===== src/rtl/palette_loader.sv =====
// Palette write engine: streams a linear colour gradient into the palette RAM over a
// valid/ready port. The final slot (in-set colour) is taken from a separately latched value.
module palette_loader #(
  parameter int unsigned RBG_SIZE   = 24,
  parameter int unsigned LUT_SIZE   = 256,
  parameter int unsigned ADDR_WIDTH = $clog2(LUT_SIZE)
) (
  input  logic                  clk,
  input  logic                  rst_n,
  input  logic                  start,
  input  logic [RBG_SIZE-1:0]   colour_start,
  input  logic [RBG_SIZE-1:0]   colour_end,
  input  logic [RBG_SIZE-1:0]   colour_in_set,
  output logic                  busy,
  output logic                  done,
  output logic                  wr_en,
  input  logic                  wr_ready,
  output logic [ADDR_WIDTH-1:0] wr_addr,
  output logic [RBG_SIZE-1:0]   wr_data
);

  typedef enum logic [1:0] {StIdle, StLatch, StWrite, StDone} state_e;

  // Product width: 9-bit signed delta times a non-negative (ADDR_WIDTH+1)-bit index.
  localparam int unsigned PW = ADDR_WIDTH + 10;
  localparam logic [ADDR_WIDTH-1:0] LastIdx = ADDR_WIDTH'(LUT_SIZE - 1);

  function automatic logic [8:0] chan_delta(input logic [7:0] s, input logic [7:0] e);
    return {1'b0, e} - {1'b0, s};
  endfunction

  function automatic logic [7:0] grad_chan(input logic [7:0] s, input logic signed [8:0] d,
                                           input logic [ADDR_WIDTH-1:0] i);
    logic signed [PW-1:0] prod;
    logic signed [PW-1:0] shr;
    prod = PW'(d) * PW'($signed({1'b0, i}));
    shr  = prod >>> ADDR_WIDTH;
    return 8'(PW'(s) + shr);
  endfunction

  function automatic logic [23:0] grad_entry(input logic [23:0] s, input logic [26:0] d,
                                             input logic [ADDR_WIDTH-1:0] i);
    return {grad_chan(s[23:16], d[26:18], i),
            grad_chan(s[15:8],  d[17:9],  i),
            grad_chan(s[7:0],   d[8:0],   i)};
  endfunction

  state_e                state_q, state_d;
  logic [RBG_SIZE-1:0]   cs_q, cs_d;
  logic [RBG_SIZE-1:0]   ce_q, ce_d;
  logic [RBG_SIZE-1:0]   cin_q, cin_d;
  logic [26:0]           delta_q, delta_d;
  logic                  busy_q, busy_d;
  logic                  done_q, done_d;
  logic                  wr_en_q, wr_en_d;
  logic [ADDR_WIDTH-1:0] wr_addr_q, wr_addr_d;
  logic [RBG_SIZE-1:0]   wr_data_q, wr_data_d;
  logic [ADDR_WIDTH-1:0] addr_nxt;

  assign addr_nxt = wr_addr_q + ADDR_WIDTH'(1);

  always_comb begin
    state_d   = state_q;
    cs_d      = cs_q;
    ce_d      = ce_q;
    cin_d     = cin_q;
    delta_d   = delta_q;
    busy_d    = busy_q;
    done_d    = 1'b0;
    wr_en_d   = wr_en_q;
    wr_addr_d = wr_addr_q;
    wr_data_d = wr_data_q;
    unique case (state_q)
      StIdle: begin
        if (start) begin
          cs_d    = colour_start;
          ce_d    = colour_end;
          cin_d   = colour_in_set;
          busy_d  = 1'b1;
          state_d = StLatch;
        end
      end
      StLatch: begin
        delta_d   = {chan_delta(cs_q[23:16], ce_q[23:16]),
                     chan_delta(cs_q[15:8],  ce_q[15:8]),
                     chan_delta(cs_q[7:0],   ce_q[7:0])};
        wr_en_d   = 1'b1;
        wr_addr_d = '0;
        wr_data_d = cs_q;  // entry(0) is always the start colour
        state_d   = StWrite;
      end
      StWrite: begin
        if (wr_ready) begin
          if (wr_addr_q == LastIdx) begin
            wr_en_d = 1'b0;
            busy_d  = 1'b0;
            done_d  = 1'b1;
            state_d = StDone;
          end else begin
            wr_addr_d = addr_nxt;
            wr_data_d = (addr_nxt == LastIdx) ? cin_q : grad_entry(cs_q, delta_q, addr_nxt);
          end
        end
      end
      StDone: begin
        state_d = StIdle;
      end
      default: begin
        state_d = StIdle;
      end
    endcase
  end

  always_ff @(posedge clk) begin
    if (!rst_n) begin
      state_q   <= StIdle;
      cs_q      <= '0;
      ce_q      <= '0;
      cin_q     <= '0;
      delta_q   <= '0;
      busy_q    <= 1'b0;
      done_q    <= 1'b0;
      wr_en_q   <= 1'b0;
      wr_addr_q <= '0;
      wr_data_q <= '0;
    end else begin
      state_q   <= state_d;
      cs_q      <= cs_d;
      ce_q      <= ce_d;
      cin_q     <= cin_d;
      delta_q   <= delta_d;
      busy_q    <= busy_d;
      done_q    <= done_d;
      wr_en_q   <= wr_en_d;
      wr_addr_q <= wr_addr_d;
      wr_data_q <= wr_data_d;
    end
  end

  assign busy    = busy_q;
  assign done    = done_q;
  assign wr_en   = wr_en_q;
  assign wr_addr = wr_addr_q;
  assign wr_data = wr_data_q;

endmodule


===== config.mk =====
export PLATFORM = sky130hd
export DESIGN_NAME = palette_loader
export DESIGN_NICKNAME = d
export VERILOG_FILES = /design/src/rtl/palette_loader.sv
export SDC_FILE = /design/constraint.sdc
export NUM_CORES = 1
export LEC_CHECK = 0
export BUFFER_PORTS_ARGS = -buffer_cell sky130_fd_sc_hd__buf_2
export CAP_MARGIN = 40
export CORE_MARGIN = 2
export CORE_UTILIZATION = 55
export CTS_BUF_LIST = sky130_fd_sc_hd__clkbuf_4
export DETAILED_ROUTE_END_ITERATION = 10
export HOLD_SLACK_MARGIN = 0.05
export PLACE_DENSITY_LB_ADDON = 0.1
export SYNTH_ARGS = -nofsm -noshare
export SYNTH_HDL_FRONTEND = slang
export SYNTH_SLANG_ARGS = --single-unit

===== constraint.sdc =====
create_clock -name clk -period 13.1 [get_ports clk]
set_input_delay 2.62 -clock clk [delete_from_list [all_inputs] [get_ports clk]]
set_output_delay 2.62 -clock clk [all_outputs]
set_load 0.005 [all_outputs]

==> impl_metrics.py <==
metrics = {
    "routing": {
        "top_layer": "met4",
        "m1WireLength_um": 16900,
        "wirelength_um": 34200,
        "firstDrtPassIters": 5,
        "drtAntennaViolNets": 0,
        "drt_iter0_markers": 547,
        "dr_wl_met3_um": 1850,
        "drc": 0,
        "vias": 11300,
        "via_per_inst": 5.26,
        "wl_per_cell_um": 15.9,
        "met2_wirelength_um": 15100,
    },
    "power": {
        "power_density_mw_per_mm2": 131,
        "power_uw": 2020,
        "leakage_uw": 0.00747,
        "vdd_ir_drop_max_uv": 86.5,
    },
    "setup_path": {
        "path_buf_inv": 4,
        "crit_arrival_ps": 7740,
        "cpMaxStageDelayCell": "ha_1",
        "cp.required_ps": 13520,
        "worst_setup_path_start_kind": "flip-flop",
        "cp_slowest_stage_delay_ps": 740,
        "cp_top_family": "adder cells",
        "crit_type": "reg -> reg",
        "critPathCaptureType": "flip-flop",
        "path_max_fanout": 28,
    },
    "layout": {
        "nFillCells": 2398,
        "post-route-util_pct": 59.7,
        "layout_commonest_cell": "inv_1",
        "area_delta_synth_final_pct": 7.64,
        "drive_gt1_share_pct": 10.0,
        "layout_common_cells": "inv_1 (294), nand2_1 (271), fa_1 (168)",
        "nets": 2174,
    },
    "synthesis": {
        "syn_nets": 2118,
        "ys_ff_latch": 136,
        "synth_cell_type_count": 68,
        "synth_top_area_cell": "fa_1",
        "yosys_warnings": 0,
        "netlist_area_mm2": 0.0143,
        "synthTopCellsByArea": "fa_1 (23%), dfxtp_1 (19%), ha_1 (12%)",
        "synthFlopType": "dfxtp_1",
        "yosysSeqAreaShare_pct": 19.0,
        "synth_enable_flop_cells": 0,
        "async_flop_share_pct": 0,
        "synth_top_area_share_pct": 23.5,
        "syn_area_per_cell_um2": 8.23,
        "postSynthCellCount": 1742,
    },
    "clocking": {
        "root_buffer": "clkbuf_4",
        "clock_sinks": 136,
        "clkLatencyLatePin_ps": 560,
        "cts_resized": 0,
        "h-tree-depth": 4,
        "hold_buffers": 0,
        "postCtsSetupBuffers": 0,
        "cts_buffers": 17,
        "clk_pin_slew_ps": 130,
        "clk_path_buf_depth": 2,
        "cts_tree": "built",
    },
    "sta": {
        "maxSlewViolCount": 0,
        "fin_skew_ps": 21.0,
        "fmax_mhz": 136,
        "finalHoldViolations": 0,
        "fin_setup_tns_ps": 0,
        "min_period_over_period_pct": 55.9,
        "worstMarginPinSlew_ps": 784,
        "setup_viol": 0,
        "fin_crit_ps": 7330,
        "max-slew-margin-rel_pct": 47.7,
        "rsz0062_at_grt": "no",
    },
    "die": {
        "rows": 59,
        "io_pins": 111,
        "die_x_um": 165,
        "initial_core_util_pct": 55.5,
        "die_h_um": 165,
        "die-area_mm2": 0.0274,
        "core_mm2": 0.0258,
    },
    "placed_design": {
        "routabilityCongestion": 0.876,
        "portBuffers": 110,
        "post-dp-hpwl_um": 26500,
    },
    "global_route": {
        "antenna_found_initial": 1,
        "grt_util_all_layers_pct": 26.4,
        "grt_max_degree": 62,
        "grt_pass1_wl_um": 56600,
        "overflow": 0,
        "grt_pass1_vias": 11100,
    },
    "outcome": {
        "outcome": "complete, no violations",
    },
    "run": {
        "maxCapViolCount": 0,
    },
    "min_path": {
        "hold_path_class": "reg -> reg",
    },
}
[worst paths after layout]
| check | from | end | slack (ps) | cells past startpoint |
|---|---|---|---|---|
| setup / recovery | wr_addr[0]$_SDFFE_PN0P_ | wr_data[13]$_SDFFE_PN0P_ | 5770 | 25 |
| hold reg to reg | cin_q[10]$_SDFFE_PN0P_ | cin_q[10]$_SDFFE_PN0P_ | 470 | 2 |
| hold / removal | cin_q[10]$_SDFFE_PN0P_ | cin_q[10]$_SDFFE_PN0P_ | 470 | 2 |
| setup reg to reg | wr_addr[0]$_SDFFE_PN0P_ | wr_data[13]$_SDFFE_PN0P_ | 5770 | 25 |
[worst reg2reg max path, stage by stage (launching register included)]
cell and delay [ps]:
dfxtp_1 570, inv_1 440, ha_1 740, nand2b_1 300, fa_1 510, inv_1 50
fa_1 500, inv_1 60, fa_1 490, fa_1 490, inv_1 40, ha_1 260
o21a_1 120, o21a_1 180, and2_1 180, or2_2 290, xor2_1 330, ha_1 300
a21o_1 180, a21oi_1 250, o21bai_1 100, a211oi_1 260, nor2_1 70, a221o_1 320
o211ai_1 80, a21oi_1 80
[synth_stat cells (2+ instances only)]
cell type and count:
nand4_1 4, mux2i_1 17, nand3b_1 3, o21a_1 7
nand3_1 19, nand2b_1 36, o22ai_1 4, nor3_1 6
a32o_1 2, o21ai_0 63, or2_2 3, a221o_1 2
nor3b_1 2, o41ai_1 2, a21oi_1 124, a31oi_1 6
xnor2_1 50, o311ai_0 3, a21boi_0 5, a211oi_1 13
ha_1 132, o211ai_1 11, buf_6 3, mux2_2 3
nor2b_1 69, o21bai_1 7, inv_1 294, o31ai_1 4
and2_1 48, buf_2 4, nor2_1 67, buf_1 9
dfxtp_1 136, clkbuf_1 68, a22oi_1 3, xor2_1 20
and3_1 2, a21o_1 22, fa_1 168, nand2_1 272
o211a_1 2
[cell type report]
type	instances	area [um2]	area share (%)
Timing Repair Buffer	123	673	4.36
Clock buffer	17	128	0.827
Sequential cell	136	2720	17.6
Multi-Input combinational cell	1225	10200	66.1
Inverter	295	1110	7.18
Clock inverter	14	174	1.13
Tap cell	335	419	2.72
Antenna cell	1	2.50	0.0162
[stage by stage]
stage / area [um2] / hold slack, ps / cells / setup WS, ps
floorplan: 14300 / 436 / 1742 / 6660
global placement: 15100 / 443 / 2112 / 6040
detailed placement: 15100 / 449 / 2114 / 5840
CTS: 15400 / 466 / 2145 / 5800
global route: 15400 / 479 / 2146 / 5340
finish: 15400 / 466 / 2146 / 5770
[kinds of logic after synthesis]
logic type	Yosys count	share of synthesized area, %
AOI/OAI and AO/OA	290	12.1
and+or+nand+nor	544	17.9
muxes	20	1.42
adders and majority gates	300	35.0
buffers and inverters	381	10.2
DFF	136	19.0
xor gates and xnor gates	71	4.39
[where the power goes]
group          internal, uW  total, uW  switching [uW]
Sequential              514        664             150
Clock                   133        301             168
Combinational           435       1060             623
Total                  1080       2020             941
[sequential cells by signal (all words and copies together) (netlist names)]
signal,flops
busy,1
ce_q,24
wr_en,1
wr_data,24
wr_addr,8
done,1
cin_q,24
cs_q,24
state_q,2
delta_q,27
[layer usage]
layer	track usage, %	up-vias
li1	-	5594
met1	39.8	5413
met3	3.02	26
met4	5.72	0
met2	40.8	261
met5	0	-
Note: power is estimated with default switching activity, not from simulation.
